$ cat config.mk
export PLATFORM = sky130hd
export DESIGN_NAME = jstk2_spi_responder_flat
export DESIGN_NICKNAME = d
export VERILOG_FILES = /design/src/rtl/jstk2_spi_responder_if.sv /design/src/rtl/jstk2_spi_responder.sv /design/src/flat_wrapper.sv
export SDC_FILE = /design/constraint.sdc
export NUM_CORES = 1
export LEC_CHECK = 0
export CORE_AREA = 2 2 87 89
export CTS_BUF_LIST = sky130_fd_sc_hd__clkbuf_4 sky130_fd_sc_hd__clkbuf_8 sky130_fd_sc_hd__clkbuf_16
export DETAILED_ROUTE_END_ITERATION = 10
export DIE_AREA = 0 0 89 91
export GPL_TIMING_DRIVEN = 0
export PLACE_DENSITY_LB_ADDON = 0.2
export SLEW_MARGIN = 30
export SYNTH_ARGS = -nofsm -noshare
export SYNTH_HDL_FRONTEND = slang
export SYNTH_SLANG_ARGS = --single-unit
$ cat constraint.sdc
create_clock -name clk -period 3.5 [get_ports clk]
set_clock_uncertainty 0.15 [all_clocks]
set_input_delay 0.525 -clock clk [delete_from_list [all_inputs] [get_ports clk]]
set_output_delay 0.525 -clock clk [all_outputs]
set_load 0.03 [all_outputs]
$ cat src/rtl/jstk2_spi_responder_if.sv
// SPI link between the joystick master and the JSTK2 responder.
// The master drives SS/SCLK/MOSI; the responder drives MISO.
interface jstk2_spi_responder_if;
    logic SS;
    logic SCLK;
    logic MOSI;
    logic MISO;

    modport master (output SS, output SCLK, output MOSI, input MISO);
    modport slave  (input SS, input SCLK, input MOSI, output MISO);
endinterface

$ cat src/rtl/jstk2_spi_responder.sv
// SPI mode-0 responder emulating the Pmod JSTK2: serves a 40-bit position/button frame, captures the command byte.
// Define JSTK2_LED_CMD_EN to accept the 0x84 LED command into led_rgb; otherwise led_rgb is tied to zero.
//
// state     | meaning
// WAIT_IDLE | after reset, waits for a settled SS high so a frame in flight is never joined
// IDLE      | SS high, MISO low, waiting for SS fall
// ACTIVE    | frame in progress, shifting on synchronised SCLK edges
module jstk2_spi_responder #(
    parameter int SYNC_STAGES = 2,
    parameter int FRAME_BITS  = 40
) (
    input  logic                    clk,
    input  logic                    rst,
    jstk2_spi_responder_if.slave    spi,
    input  logic [9:0]              x_pos,
    input  logic [9:0]              y_pos,
    input  logic [1:0]              btn,
    output logic [7:0]              cmd_byte,
    output logic                    cmd_valid,
    output logic                    frame_done,
    output logic                    frame_err,
    output logic [23:0]             led_rgb
);
    typedef enum logic [1:0] {WAIT_IDLE, IDLE, ACTIVE} state_t;

    state_t state_q, state_d;

    logic [SYNC_STAGES-1:0] ss_sync, sclk_sync, mosi_sync;
    logic ss_q, sclk_q;
    logic ss_s, sclk_s, mosi_s;
    logic ss_fall, ss_rise, sclk_rise, sclk_fall;
    logic [2:0] flush_cnt;

    logic [39:0] tx_q, tx_d;
    logic [6:0]  rx_q, rx_d;
    logic [5:0]  cnt_q, cnt_d, cnt_v;
    logic [7:0]  cmd_d;
    logic        cmd_valid_d, done_d, err_d;
    logic        miso_q, miso_d;
    logic [39:0] frame;

    assign ss_s   = ss_sync[SYNC_STAGES-1];
    assign sclk_s = sclk_sync[SYNC_STAGES-1];
    assign mosi_s = mosi_sync[SYNC_STAGES-1];

    assign ss_fall   = ss_q & ~ss_s;
    assign ss_rise   = ~ss_q & ss_s;
    assign sclk_rise = ~sclk_q & sclk_s;
    assign sclk_fall = sclk_q & ~sclk_s;

    assign frame = {x_pos[7:0], 6'b0, x_pos[9:8], y_pos[7:0], 6'b0, y_pos[9:8], 6'b0, btn};

    assign spi.MISO = miso_q;

    always_ff @(posedge clk or posedge rst) begin
        if (rst) begin
            ss_sync   <= '1;
            sclk_sync <= '0;
            mosi_sync <= '0;
            ss_q      <= 1'b1;
            sclk_q    <= 1'b0;
        end else begin
            ss_sync   <= {ss_sync[SYNC_STAGES-2:0], spi.SS};
            sclk_sync <= {sclk_sync[SYNC_STAGES-2:0], spi.SCLK};
            mosi_sync <= {mosi_sync[SYNC_STAGES-2:0], spi.MOSI};
            ss_q      <= ss_s;
            sclk_q    <= sclk_s;
        end
    end

    // The synchroniser resets to SS high, so hold off until real pin values have flushed through.
    always_ff @(posedge clk or posedge rst) begin
        if (rst) begin
            flush_cnt <= 3'(SYNC_STAGES + 1);
        end else if (flush_cnt != 3'd0) begin
            flush_cnt <= flush_cnt - 3'd1;
        end
    end

    always_ff @(posedge clk or posedge rst) begin
        if (rst) begin
            state_q    <= WAIT_IDLE;
            tx_q       <= '0;
            rx_q       <= '0;
            cnt_q      <= '0;
            cmd_byte   <= '0;
            cmd_valid  <= 1'b0;
            frame_done <= 1'b0;
            frame_err  <= 1'b0;
            miso_q     <= 1'b0;
        end else begin
            state_q    <= state_d;
            tx_q       <= tx_d;
            rx_q       <= rx_d;
            cnt_q      <= cnt_d;
            cmd_byte   <= cmd_d;
            cmd_valid  <= cmd_valid_d;
            frame_done <= done_d;
            frame_err  <= err_d;
            miso_q     <= miso_d;
        end
    end

    always_comb begin
        state_d     = state_q;
        tx_d        = tx_q;
        rx_d        = rx_q;
        cnt_d       = cnt_q;
        cnt_v       = cnt_q;
        cmd_d       = cmd_byte;
        cmd_valid_d = 1'b0;
        done_d      = 1'b0;
        err_d       = 1'b0;
        miso_d      = miso_q;
        case (state_q)
            WAIT_IDLE: begin
                miso_d = 1'b0;
                if (flush_cnt == 3'd0 && ss_s) state_d = IDLE;
            end
            IDLE: begin
                miso_d = 1'b0;
                if (ss_fall) begin
                    tx_d    = frame;
                    cnt_d   = '0;
                    miso_d  = frame[39];
                    state_d = ACTIVE;
                end
            end
            ACTIVE: begin
                if (sclk_rise) begin
                    rx_d = {rx_q[5:0], mosi_s};
                    if (cnt_q != 6'd63) cnt_v = cnt_q + 6'd1;
                    cnt_d = cnt_v;
                    if (cnt_q == 6'd7) begin
                        cmd_d       = {rx_q, mosi_s};
                        cmd_valid_d = 1'b1;
                    end
                end
                if (sclk_fall) begin
                    tx_d   = {tx_q[38:0], 1'b0};
                    miso_d = tx_q[38];
                end
                // End-of-frame check sees the count including a same-cycle rising edge.
                if (ss_rise) begin
                    state_d = IDLE;
                    miso_d  = 1'b0;
                    if (cnt_v == 6'd40) done_d = 1'b1;
                    else                err_d  = 1'b1;
                end
            end
            default: state_d = WAIT_IDLE;
        endcase
    end

`ifdef JSTK2_LED_CMD_EN
    logic [23:0] stage_q;
    logic [23:0] led_q;

    always_ff @(posedge clk or posedge rst) begin
        if (rst) begin
            stage_q <= '0;
            led_q   <= '0;
        end else begin
            if (state_q == ACTIVE && sclk_rise && cnt_q >= 6'd8 && cnt_q < 6'd32)
                stage_q <= {stage_q[22:0], mosi_s};
            if (done_d && cmd_d == 8'h84)
                led_q <= stage_q;
        end
    end

    assign led_rgb = led_q;
`else
    assign led_rgb = 24'h0;
`endif

    a_done_len: assert property (@(posedge clk) disable iff (rst)
        frame_done |-> (cnt_q == 6'(FRAME_BITS)));

endmodule
$ cat src/flat_wrapper.sv
// flat-port wrapper written by rule: the top's interface ports become plain ports
module jstk2_spi_responder_flat 
#(
    parameter int SYNC_STAGES = 2,
    parameter int FRAME_BITS  = 40
)
  (clk, rst, x_pos, y_pos, btn, cmd_byte, cmd_valid, frame_done, frame_err, led_rgb, spi_SS, spi_SCLK, spi_MOSI, spi_MISO);
  jstk2_spi_responder_if spi_i ();
  input  logic clk;
  input  logic rst;
  input  logic [9:0] x_pos;
  input  logic [9:0] y_pos;
  input  logic [1:0] btn;
  output logic [7:0] cmd_byte;
  output logic cmd_valid;
  output logic frame_done;
  output logic frame_err;
  output logic [23:0] led_rgb;
  input wire logic [$bits(spi_i.SS)-1:0] spi_SS;
  input wire logic [$bits(spi_i.SCLK)-1:0] spi_SCLK;
  input wire logic [$bits(spi_i.MOSI)-1:0] spi_MOSI;
  output wire logic [$bits(spi_i.MISO)-1:0] spi_MISO;
  assign spi_i.SS = spi_SS;
  assign spi_i.SCLK = spi_SCLK;
  assign spi_i.MOSI = spi_MOSI;
  assign spi_MISO = spi_i.MISO;
  jstk2_spi_responder #(.SYNC_STAGES(SYNC_STAGES), .FRAME_BITS(FRAME_BITS)) u_core (.clk(clk), .rst(rst), .spi(spi_i), .x_pos(x_pos), .y_pos(y_pos), .btn(btn), .cmd_byte(cmd_byte), .cmd_valid(cmd_valid), .frame_done(frame_done), .frame_err(frame_err), .led_rgb(led_rgb));
endmodule
==> results summary <==
The placed wire-length estimate came out at approximately 4400 um. Dividing the detail-routed wire length by the instance count gives 12.13 um. The aggregate routed wire length came out at between 6000 and 7000 um. The signal on the critical path passes through clkdlybuf4s50_1. The post-placement cell area is 4208 um2.

The internal portion of the total power is 2.000 mW. The number of flip-flops and latches in the synthesized netlist came out at 77. The total of hold buffers inserted after clock tree synthesis is 0. The pin slew with the least headroom to its limit is roughly 0.54 ns. The cell family contributing the most delay on the critical path is buffers and inverters. The TritonCTS sink count came out at 77. The switching part of the total power came out at a little over a third. The final count of negative-setup-slack endpoints came out at 0. The site row count came out at 31. By startpoint and endpoint, the worst setup path is classified as flop to output port. The H-tree generated during clock tree synthesis spans 3 levels. The count of inserted antenna diode cells is 0. In this run, the combinational gates consume between 30% and 40% of the power.

The width of the chip came out at around 89 um. The relative contribution of sequential cells to total power came out at between 30% and 40%. The min-delay analysis places its worst path in the category flop to flop. A synthesized cell averages about 11 um2. In the routed layout, each cell is associated on average with a via count of between 4 and 5. The clock network burns a little over a quarter of the power. After clock tree synthesis, the clock-pin slew on the worst setup and hold paths is about 0.080 ns. In this run, CTS created clock tree buffers numbering 9. The hold violation count in the final report is 0. The worst hold path stage count is 0. The total count of max-transition violations in the final report came out at 0.

Data on the critical path is required at its endpoint by 2.82 ns. The share of the Yosys chip area taken by registers is a little over half. The final design area excluding fillers came out at approximately 4500 um2. The count of cell instances traversed by the critical path is 1. The number of input and output port buffers inserted is 38. The master of the slowest instance on the critical path is sky130_fd_sc_hd__clkdlybuf4s50_1. The core occupancy in the finished layout came out at 62.43%. The cell area after synthesis is between 3000 and 4000 um2. The first global-routing pass estimated 10,540 um of wire.

The global route total overflow is 0. The library cells used most frequently in the layout, excluding fill and tap cells, are sky130_fd_sc_hd__dfrtp_1 (72), sky130_fd_sc_hd__nand2_1 (62), sky130_fd_sc_hd__clkdlybuf4s50_1 (38), sky130_fd_sc_hd__buf_4 (25). The achievable frequency came out at 489.4 MHz. The starting utilization of the core area is 50.26%. Measured against its own limit, the worst slew margin works out to a little over three fifths. Max-cap violations in this run came to 0. The cell count after synthesis is ~340. The placeable core area came out at ~7000 um2. The largest buffer count on any clock path came out at 2. The number of nets in the finished design came out at between 400 and 500. The number of vias in the routed layout came out at between 2,000 and 2,500.

In the final layout, the multi-input gates occupy around 1400 um2. The area occupied by registers came out at just under 2000 um2. The net switching component of the power is around 1.1 mW.

The global placer's final weighted congestion is approximately 0.82. At the worst endpoint, the arrival time is roughly 1.4 ns. Setup repair after global routing left no endpoint under its margin. The count of buffering cells on the critical path with inverters included came out at 1. Along the worst path, the maximum fanout reaches 2. The post-placement setup slack came out at 1.500 ns. between 60 and 70 I/O pins were placed. The number of search-and-repair iterations in the first detailed-routing pass is 4.

The count of nets left with antenna violations after detail routing came out at 0. The pin count of the biggest net entering global routing is between 50 and 60. The post-detailed-route DRC marker count came out at 0. After layout, the worst setup slack is 1.457 ns. The final critical delay including setup and external delays is 2.043 ns. The fraction of synthesis flops using an asynchronous set or reset pin came out at 100.0%.

The later-pin clock latency in the skew report came out at between 0.3 and 0.4 ns. The overall routing resource usage is between 15 and 20%. The share of final-layout standard cells stronger than drive strength 1 is 19.47%. The main flop type after synthesis is sky130_fd_sc_hd__dfrtp_1. The warning count from the yosys run is 0. The growth of design area from synthesis to finish is 24.21%. The tree is rooted in a sky130_fd_sc_hd__clkbuf_8. The number of fill cells in the layout came out at 625. The count of buffers added by post-CTS timing repair for setup came out at 0.

The post-cts sizing count is 0. The analysis attributes to cell leakage a power of a little over 2 nW. The sum of negative setup slack came out at 0 ns. The area enclosed by the die boundary is a little over 8000 um2. The post-route fraction of the period consumed by the critical path came out at approximately 60%.

The kind of start point of the critical path is a flop. The number of cells on the worst reg-to-reg path is 6. TritonCTS built the clock tree. Leaving out fill and tap cells, the most frequent cell in the layout is sky130_fd_sc_hd__dfrtp_1. The number of antenna violations at the first check in global routing came out at 0. For this block, the initial DRC count from the detailed router was approximately 140. The via count of the first global-routing pass came to between 2,000 and 2,500. The run finished with clean final reports. The number of enable-type register cells in the synthesized netlist came out at 0. The floorplan step set the die height to slightly above 90 um.

The power density over the cells is 688.7 nW/um2. The delay of the slowest critical-path stage is ~0.7 ns. The number of distinct library cells after synthesis came out at roughly 40.

The peak supply drop came out at 0.0003208 V. STA classifies the critical path endpoint as an output port.
## per-layer routing
metal	vias to the layer above	wire length (um)	part of all wire, %	GRT usage, %
met1	1166	2967	48	24.05
met3	8	246	3.9	3.636
met4	0	104	1.7	6.343
met5	-	0	0	0
met2	54	2927	47	24.63
li1	1242	-	-	-
## synthesized netlist by cell type, types with 5 or more instances
cell type | count | area share (%)
sky130_fd_sc_hd__mux2i_1 | 24 | 6.7
sky130_fd_sc_hd__buf_2 | 8 | 1.1
sky130_fd_sc_hd__inv_1 | 11 | 1.2
sky130_fd_sc_hd__clkbuf_1 | 6 | 0.63
sky130_fd_sc_hd__nand2_1 | 62 | 6.5
sky130_fd_sc_hd__nor2_1 | 8 | 0.84
sky130_fd_sc_hd__ha_1 | 7 | 2.4
sky130_fd_sc_hd__nand2b_1 | 6 | 1.0
sky130_fd_sc_hd__o21ai_1 | 21 | 2.9
sky130_fd_sc_hd__buf_4 | 25 | 5.2
sky130_fd_sc_hd__mux2_2 | 17 | 5.3
sky130_fd_sc_hd__a21oi_1 | 5 | 0.70
sky130_fd_sc_hd__dfrtp_1 | 72 | 50
sky130_fd_sc_hd__o21ai_0 | 19 | 2.7
sky130_fd_sc_hd__dfstp_2 | 5 | 3.7
## through the flow
step / total power, mW / std cells / hold slack [ns]
2_1_floorplan: 2.006 / 361 / 0.1812
3_3_place_gp: 2.234 / 498 / 0.1830
3_5_place_dp: 2.285 / 499 / 0.1972
4_1_cts: 3.107 / 515 / 0.2125
5_1_grt: 3.301 / 515 / 0.2176
6_report: 3.068 / 515 / 0.2078
## registers in the layout, summed over array words and instances, names as in the netlist
signal and cells:
u_core.cmd_valid 1, u_core.cnt_q 6, u_core.ss_q 1, u_core.mosi_sync 2
u_core.sclk_sync 2, u_core.flush_cnt 3, u_core.rx_q 7, u_core.cmd_byte 8
u_core.frame_done 1, u_core.tx_q 39, u_core.ss_sync 2, u_core.sclk_q 1
u_core.spi.MISO 1, u_core.state_q 2, u_core.frame_err 1
## kinds of logic (layout without fill, tap and decap cells)
logic type | count (synthesis) | after routing | share of synthesized area [%]
AO/OA/AOI/OAI | 62 | 62 | 10.05
XOR/XNOR | 2 | 2 | 0.4884
adder cells (fa/ha/maj) | 7 | 7 | 2.441
buffers and inverters | 50 | 105 | 8.127
flip-flops | 77 | 77 | 53.89
multiplexers | 42 | 42 | 12.35
other | 1 | 24 | 0.1045
AND/OR/NAND/NOR | 97 | 97 | 12.56
## worst paths after layout
| kind | to | from | slack [ns] |
|---|---|---|---|
| max | spi_MISO | u_core.spi.MISO | 1.46 |
| min | u_core.mosi_sync[1] | u_core.mosi_sync[0] | 0.21 |
| max reg2reg | u_core.state_q[0] | u_core.flush_cnt[0] | 1.52 |
| min reg2reg | u_core.mosi_sync[1] | u_core.mosi_sync[0] | 0.21 |
| max in group asynchronous | u_core.flush_cnt[1] | rst | 2.23 |
| min in group asynchronous | u_core.mosi_sync[1] | rst | 0.36 |
## power by group through the flow
| stage | Sequential [mW] | Combinational (mW) | Clock (mW) |
|---|---|---|---|
| 4_1_cts | 1.21 | 1.06 | 0.836 |
| 5_1_grt | 1.23 | 1.19 | 0.876 |
| 6_report | 1.21 | 1.05 | 0.814 |
| 2_1_floorplan | 1.20 | 0.804 | 0 |
| 3_5_place_dp | 1.23 | 1.06 | 0 |
| 3_3_place_gp | 1.22 | 1.02 | 0 |
## layout make-up
| cell class | instances | share of cell area (%) |
|---|---|---|
| tap | 99 | 2.780 |
| buffer | 39 | 5.616 |
| multi-input combinational | 234 | 32.52 |
| inverter | 11 | 0.9829 |
| clock inverter | 4 | 2.134 |
| clock buffer | 12 | 3.426 |
| timing repair buffer | 39 | 9.155 |
| sequential | 77 | 43.39 |
(Power assumes the default switching activity.)
